<file path="src/rtl/branch_predictor.sv">
// branch_predictor: dynamic branch predictor for the pipelined RAT core.
// A direct-mapped table of 2-bit saturating counters is looked up
// combinationally at fetch and trained at branch resolution in execute.
// After reset a sequential sweep writes INIT_CTR into every entry; no
// prediction or training happens until the sweep finishes.
// Optional build macro: BRANCH_PRED_STATS_EN compiles in 16-bit saturating
// resolved-branch / misprediction counters; otherwise stat_* read zero.
module branch_predictor #(
   parameter int unsigned PC_W     = 10,
   parameter int unsigned IDX_W    = 4,
   parameter logic [1:0]  INIT_CTR = 2'b01
) (
   input  logic            clk,
   input  logic            reset,
   // fetch-side lookup
   input  logic            fetch_valid,
   input  logic            fetch_is_branch,
   input  logic [PC_W-1:0] fetch_pc,
   input  logic [PC_W-1:0] fetch_target,
   output logic            predicted_branch_taken,
   output logic [PC_W-1:0] pred_target,
   // execute-side resolution
   input  logic            ex_valid,
   input  logic            ex_is_branch,
   input  logic [PC_W-1:0] ex_pc,
   input  logic [PC_W-1:0] ex_target,
   input  logic            ex_taken,
   input  logic            ex_pred_taken,
   output logic            branch_miss,
   output logic [PC_W-1:0] recover_pc,
   // status
   output logic            ready,
   output logic [15:0]     stat_branches,
   output logic [15:0]     stat_misses
);

   localparam int unsigned ENTRIES = 2 ** IDX_W;

   typedef enum logic {
      INIT,
      RUN
   } state_t;

   state_t           state;
   logic [IDX_W-1:0] sweep_idx;
   logic             ready_q;
   logic [1:0]       ctr_table [ENTRIES];

   logic [IDX_W-1:0] fetch_idx;
   logic [IDX_W-1:0] ex_idx;
   logic             run;
   logic             res;
   logic             miss;
   logic [1:0]       ex_ctr;
   logic [1:0]       ex_ctr_next;

   assign fetch_idx = fetch_pc[IDX_W-1:0];
   assign ex_idx    = ex_pc[IDX_W-1:0];

   // A synchronous reset only takes effect at the next edge, so gate with
   // reset here to keep every output quiet for the whole reset cycle.
   assign run  = (state == RUN) && !reset;
   assign res  = run && ex_valid && ex_is_branch;
   assign miss = res && (ex_taken != ex_pred_taken);

   // Lookup reads the registered table, so a same-cycle training write to
   // the same entry is only seen by the following cycle's lookup.
   assign predicted_branch_taken = run && fetch_valid && fetch_is_branch
                                   && ctr_table[fetch_idx][1] && !miss;
   assign pred_target = fetch_target;

   assign branch_miss = miss;
   assign recover_pc  = ex_taken ? ex_target : (ex_pc + PC_W'(1));

   assign ready = ready_q && !reset;

   // Saturating next-state for the counter being trained.
   always_comb begin
      ex_ctr      = ctr_table[ex_idx];
      ex_ctr_next = ex_ctr;
      if (ex_taken) begin
         if (ex_ctr != 2'b11) ex_ctr_next = ex_ctr + 2'd1;
      end else begin
         if (ex_ctr != 2'b00) ex_ctr_next = ex_ctr - 2'd1;
      end
   end

   // Init sweep / run sequencing with registered ready.
   always_ff @(posedge clk) begin
      if (reset) begin
         state     <= INIT;
         sweep_idx <= '0;
         ready_q   <= 1'b0;
      end else begin
         case (state)
            INIT: begin
               sweep_idx <= sweep_idx + IDX_W'(1);
               if (sweep_idx == IDX_W'(ENTRIES - 1)) begin
                  state   <= RUN;
                  ready_q <= 1'b1;
               end
            end
            RUN: begin
               ready_q <= 1'b1;
            end
            default: begin
               state     <= INIT;
               sweep_idx <= '0;
               ready_q   <= 1'b0;
            end
         endcase
      end
   end

   // Counter table: sweep writes during INIT, training writes on resolution.
   always_ff @(posedge clk) begin
      if (!reset) begin
         if (state == INIT) begin
            ctr_table[sweep_idx] <= INIT_CTR;
         end else if (res) begin
            ctr_table[ex_idx] <= ex_ctr_next;
         end
      end
   end

`ifdef BRANCH_PRED_STATS_EN
   logic [15:0] stat_br_q;
   logic [15:0] stat_ms_q;

   // Saturating resolved-branch and misprediction counters.
   always_ff @(posedge clk) begin
      if (reset) begin
         stat_br_q <= '0;
         stat_ms_q <= '0;
      end else begin
         if (res && (stat_br_q != '1)) stat_br_q <= stat_br_q + 16'd1;
         if (miss && (stat_ms_q != '1)) stat_ms_q <= stat_ms_q + 16'd1;
      end
   end

   assign stat_branches = reset ? '0 : stat_br_q;
   assign stat_misses   = reset ? '0 : stat_ms_q;
`else
   assign stat_branches = '0;
   assign stat_misses   = '0;
`endif

endmodule

</file>
<file path="config.mk">
export PLATFORM = sky130hd
export DESIGN_NAME = branch_predictor
export DESIGN_NICKNAME = d
export VERILOG_FILES = /design/src/rtl/branch_predictor.sv
export SDC_FILE = /design/constraint.sdc
export NUM_CORES = 1
export LEC_CHECK = 0
export ABC_AREA = 1
export CAP_MARGIN = 20
export CORE_MARGIN = 2
export CORE_UTILIZATION = 35
export DETAILED_ROUTE_END_ITERATION = 7
export GPL_TIMING_DRIVEN = 0
export PLACE_DENSITY = 0.7
export SLEW_MARGIN = 20
export SYNTH_ARGS = -nofsm -noshare
export SYNTH_HDL_FRONTEND = slang
export SYNTH_SLANG_ARGS = --single-unit
export TNS_END_PERCENT = 20
</file>
<file path="constraint.sdc">
create_clock -name clk -period 2.1 [get_ports clk]
set_input_delay 0.525 -clock clk [delete_from_list [all_inputs] [get_ports clk]]
set_output_delay 0.525 -clock clk [all_outputs]
set_load 0.1 [all_outputs]
</file>
# Word level (Yosys, flattened, before mapping)
# Memory sizes are Yosys's and may differ from the RTL's.
# Index checks and enable logic that the tools add are counted.
[op_classes] n_mux=18 n_bitwise=1 reduce_logical=13 n_eq_ne=4 n_addsub=4 shift=0 magnitude_cmp=0 n_mul=0 div_mod_pow=0
[op_table] operator="1-bit 2-to-1 mux" n=11
[op_table] operator="10-bit by 1-bit adder with 10-bit output (second input constant)" n=1
[op_table] operator="10-bit 2-to-1 mux" n=1
[op_table] operator="1-bit logical AND" n=9
[op_table] operator="2-bit 2-to-1 mux" n=4
[op_table] operator="4-bit by 1-bit adder with 4-bit output (second input constant)" n=1
[op_table] operator="4-bit == test (second input constant)" n=1
[op_table] operator="4-bit 2-to-1 mux" n=1
[op_table] operator="2-bit != test (second input constant)" n=2
[op_table] operator="2-bit by 1-bit adder with 2-bit output (second input constant)" n=1
[op_table] operator="1-bit logical NOT" n=2
[op_table] operator="1-bit one-hot mux with 2 select lines" n=1
[op_table] operator="2-bit nonzero test" n=1
[op_table] operator="2-bit OR reduction" n=1
[op_table] operator="2-bit by 1-bit subtractor with 2-bit output (second input constant)" n=1
[op_table] operator="1-bit != test" n=1
[op_table] operator="1-bit inverter" n=1
[totals] input_bits=48 wordCells=44 memories=1 latch_bits=0 ramBits=32 register_bits=6 rom_bits=0
[memory_table] memory="ctr_table" words=16 word_bits=2 read_ports=2 rd_ports_with_merged_regs=0 write_ports=1 line_no="47" source="logic [1:0] ctr_table [ENTRIES];"

# Longest topological paths before layout
[depth] depth_word=10 mapped_depth=10

# Least setup slack after synthesis
# No wires, ideal clock.
[synth_path] path_kind="input to output" start="input port reset" end="output port predicted_branch_taken" required_time_ns=1.575 arrival_time_ns=3.113 path_stages=8 slack_ns=-1.538 cell_sequence="buf_6 nor2_4 nand3_2 buf_6 a21oi_1 nor3_1 nand2_1 a21oi_1"
[synth_via] elab_chain_cells=7 word_cells_on_any_way=10 classes_between="10 x reduce/logical"
[synth_lines] element="start: declaration" line_no="14" source="input logic reset,"
[synth_lines] element="1-bit logical NOT"
[synth_lines] element="1-bit logical AND" line_no="62" source="assign run = (state == RUN) && !reset;"
[synth_lines] element="1-bit logical AND (2 in series)" line_no="63" source="assign res = run && ex_valid && ex_is_branch;"
[synth_lines] element="1-bit logical AND" line_no="64" source="assign miss = res && (ex_taken != ex_pred_taken);"
[synth_lines] element="net branch_miss" line_no="29" source="output logic branch_miss,"
[synth_lines] element="1-bit logical NOT" line_no="69" source="&& ctr_table[fetch_idx][1] && !miss;"
[synth_lines] element="1-bit logical AND" line_no="69"
[synth_lines] element="end: declaration" line_no="20" source="output logic predicted_branch_taken,"
# The timed path passes the listed nets, and every way through them passes these cells.

# Final worst setup path
[layout_path] start="input port ex_pc[0]" end="output port recover_pc[8]"
[layout_via] elab_chain_cells=2
[layout_lines] element="start: declaration" line_no="25" source="input logic [PC_W-1:0] ex_pc,"
[layout_lines] element="10-bit by 1-bit adder with 10-bit output" line_no="73" source="assign recover_pc = ex_taken ? ex_target : (ex_pc + PC_W'(1));"
[layout_lines] element="10-bit 2-to-1 mux" line_no="73"
[layout_lines] element="end: declaration" line_no="30" source="output logic [PC_W-1:0] recover_pc,"
# Every way passes these cells.

==> flow_summary_export.csv <==
group,metric,value,unit
worst_setup_path,rr_endpoint,"ctr_table[2][0]$_DFFE_PP_",
cts,clock-root-buffer,"clkbuf_8",
floorplanning,boundaryPins,103,
worst_setup_path,cpLargestDelayFamily,"simple AND/OR/NAND/NOR gates",
logic_synthesis,synthDominantCellAreaShare,36.8,%
logic_synthesis,synthCells,340,
placement,hpwl,5140,um
cts,cts_hold_buf,0,
detailed_routing,route.met2.wl,3520,um
logic_synthesis,yosys_warnings,0,
worst_setup_path,cpPeakStageDelay,0.19,ns
outcome,violations,"setup timing",
detailed_routing,met1_length,2650,um
logic_synthesis,synth_top_area_cell,"edfxtp_1",
worst_setup_path,slowest_stage,"buf_12",
power,vdd_drop_max,283,uV
logic_synthesis,netlist_area,2610,sq um
timing,hold_violations,0,
logic_synthesis,synth_edf_count,32,
cts,clkTransAtPathRegs,0.07,ns
floorplanning,die_h,90.3,um
logic_synthesis,synth_ff_type,"edfxtp_1",
timing,fin_crit_sh,106,%
worst_setup_path,path_buf_inv,2,
power,p_leak,1.77,nW
cells_and_area,diodes,0,
detailed_routing,vias_per_cell,4.51,
logic_synthesis,synth_seq_area_share,41.4,%
outcome,status,"finished, violations left",
detailed_routing,highest_layer,"met4",
logic_synthesis,yosysUniqueCellTypes,33,
timing,slew-limit-headroom,64.1,%
logic_synthesis,avgSynthCellArea,7.67,sq um
detailed_routing,wl_per_cell,12.4,um
power,power_density,625,nW/um^2
detailed_routing,first_pass_iters,4,
timing,hold_ws,0.433,ns
worst_setup_path,crit_fanout,3,
worst_setup_path,path_class,"primary input to primary output",
global_route,gr-usage-all-layers,16.6,%
logic_synthesis,synth-seq-cells,38,
cells_and_area,area_growth_syn_to_layout,47.0,%
worst_setup_path,crit_chain,"buf_8, ha_4, nand2_4, nor2_4, nand2_1, nor2_2, nand2_2, nor2_2, nand2_2, a31oi_4, buf_12",
worst_setup_path,r2r_setup_slack,0.13,ns
timing,setup-tns-final,-0.225,ns
timing,worst_pin_slew,0.541,ns
detailed_routing,drt_iter0_drc,117,
worst_setup_path,required,1.57,ns
cts,insertion_delay,0.29,ns
worst_setup_path,rr_startpoint,"state$_SDFF_PP0_",
global_route,antenna_found_initial,0,
timing,rsz0062_at_grt,"yes",
min_path,min_path_cells,2,
placement,io_buffers,52,
worst_setup_path,end_kind,"primary output",
cells_and_area,finalNonFillerCells,546,
cts,htreeDepth,2,
placement,gp_congestion,0.817,
logic_synthesis,ys_top_cells_by_area,"edfxtp_1 37%, buf_4 12%, nand2_1 12%, nand3_1 5.2%, inv_1 5.0%",
worst_setup_path,worstSetupStartpointType,"primary input",
logic_synthesis,yosys-top-cells-count,"83 x nand2_1, 43 x buf_4, 35 x inv_1",
global_route,overflow,0,
logic_synthesis,async_reset_ff_share,0,%
cells_and_area,drive_gt1_share,36.0,%
timing,clock_skew,0.00768,ns
cells_and_area,nets,496,
cts,clk_path_buf_depth,2,
floorplanning,die_width,90.3,um
timing,fmax,0.448,GHz
cts,tritoncts,"built",
detailed_routing,vias,2462,
min_path,hold_start,"reset",
detailed_routing,drc,0,
cts,cts.sinks,38,
placement,pre_cts_slack,-1.68,ns
min_path,worstHoldPathType,"primary input to register",
global_route,grt_pass1_wl,11100,um
global_route,grt_max_degree,17,
worst_setup_path,cp.arrival,1.71,ns
timing,finalWorstSetupSlack,-0.130,ns
logic_synthesis,synth.most_common_cell,"nand2_1",
timing,drv_slew,0,
detailed_routing,final_antenna_net_count,0,
cts,cts_buffers,5,
timing,finalCriticalPeriod,2.23,ns
worst_setup_path,rr_worst_depth,12,
power,totalPowerFinal,2.40,mW
floorplanning,core-area,7250,sq um
floorplanning,placementRows,31,
placement,dp.cells,522,
global_route,grt_pass1_vias,2376,
floorplanning,die_area,8160,sq um
floorplanning,start_util,36.0,%
min_path,holdPathEnd,"state$_SDFF_PP0_",
detailed_routing,met3_length,470,um
timing,finalSetupViolCount,2,
detailed_routing,drt-total-wl,6770,um
flow_run,maxCapViolCount,0,
[timing repair]
item,4_1_cts,5_1_grt
setup buffers,11,4
pin swaps,18,17
gates resized for setup,165,28
setup endpoints to repair,55,51
gates cloned,0,1
[registers in the layout (all words and copies together), names as in the netlist]
register,count
state,1
ready_q,1
ctr_table,32
sweep_idx,4
[cell type report]
| cell class | instances | area [sq um] |
|---|---|---|
| tap | 99 | 124 |
| timing repair buffer | 68 | 626 |
| inverter | 42 | 158 |
| clock inverter | 3 | 63.8 |
| fill | 640 | 3420 |
| multi-input combinational | 238 | 1310 |
| clock buffer | 5 | 68.8 |
| sequential | 38 | 1080 |
| buffer | 53 | 404 |
[through the flow]
step                instance area [sq um]  utilization [%]
floorplan                            2810                -
global placement                     3460             47.7
detailed placement                   3460             47.7
CTS                                  3750             51.7
global route                         3830             52.9
finish                               3830             52.9
[power breakdown]
group / internal (mW) / switching [mW] / total (mW)
sequential: 0.817 / 0.00739 / 0.824
clock: 0.470 / 0.239 / 0.708
combinational: 0.228 / 0.638 / 0.866
[cell families (layout without fill, tap and decap cells)]
logic type / Yosys count / count (layout) / share of synthesized area, %
and+or+nand+nor: 162 / 162 / 27.5
buffers and inverters: 95 / 171 / 20.8
AOI/OAI and AO/OA: 41 / 41 / 8.87
DFF: 38 / 38 / 41.4
adders and majority gates: 2 / 2 / 0.959
other: 1 / 32 / 0.144
xor gates and xnor gates: 1 / 1 / 0.336
[worst max path at each step]
stage                     depth (start not counted)                      to  slack, ns  startpoint
after global routing                             11           recover_pc[8]      -0.19    ex_pc[0]
final                                            11           recover_pc[8]      -0.13    ex_pc[0]
after global placement                           11           recover_pc[8]      -1.65    ex_pc[0]
after detailed placement                         10           recover_pc[9]      -1.68    ex_pc[1]
after floorplan                                   8  predicted_branch_taken      -0.30       reset
after CTS                                        11           recover_pc[8]      -0.19    ex_pc[1]
[placed cells by master, fill, tap and decap left out, drive strengths merged, types with 2 or more instances in the layout]
| cell | synthesis | routed |
|---|---|---|
| buf | 52 | 93 |
| nand2 | 84 | 84 |
| inv | 42 | 42 |
| nor2 | 35 | 35 |
| conb | 1 | 32 |
| edfxtp | 32 | 32 |
| nand3 | 32 | 32 |
| o21ai | 19 | 19 |
| a21oi | 14 | 14 |
| clkdlybuf4s50 | 0 | 12 |
| clkbuf | 1 | 11 |
| dlygate4sd2 | 0 | 7 |
| dfxtp | 6 | 6 |
| nor3 | 4 | 4 |
| or2 | 4 | 4 |
| o211ai | 3 | 3 |
| a31oi | 2 | 2 |
| bufinv | 0 | 2 |
| clkdlybuf4s15 | 0 | 2 |
| o22ai | 2 | 2 |
| ha | 2 | 2 |
[layer usage]
layer | vias up | global-route usage (%)
met5 | - | 0
met4 | 0 | 5.64
met3 | 11 | 3.34
met2 | 105 | 31.0
met1 | 1108 | 18.9
li1 | 1238 | -
No activity file was read; power rests on OpenSTA's default activity.
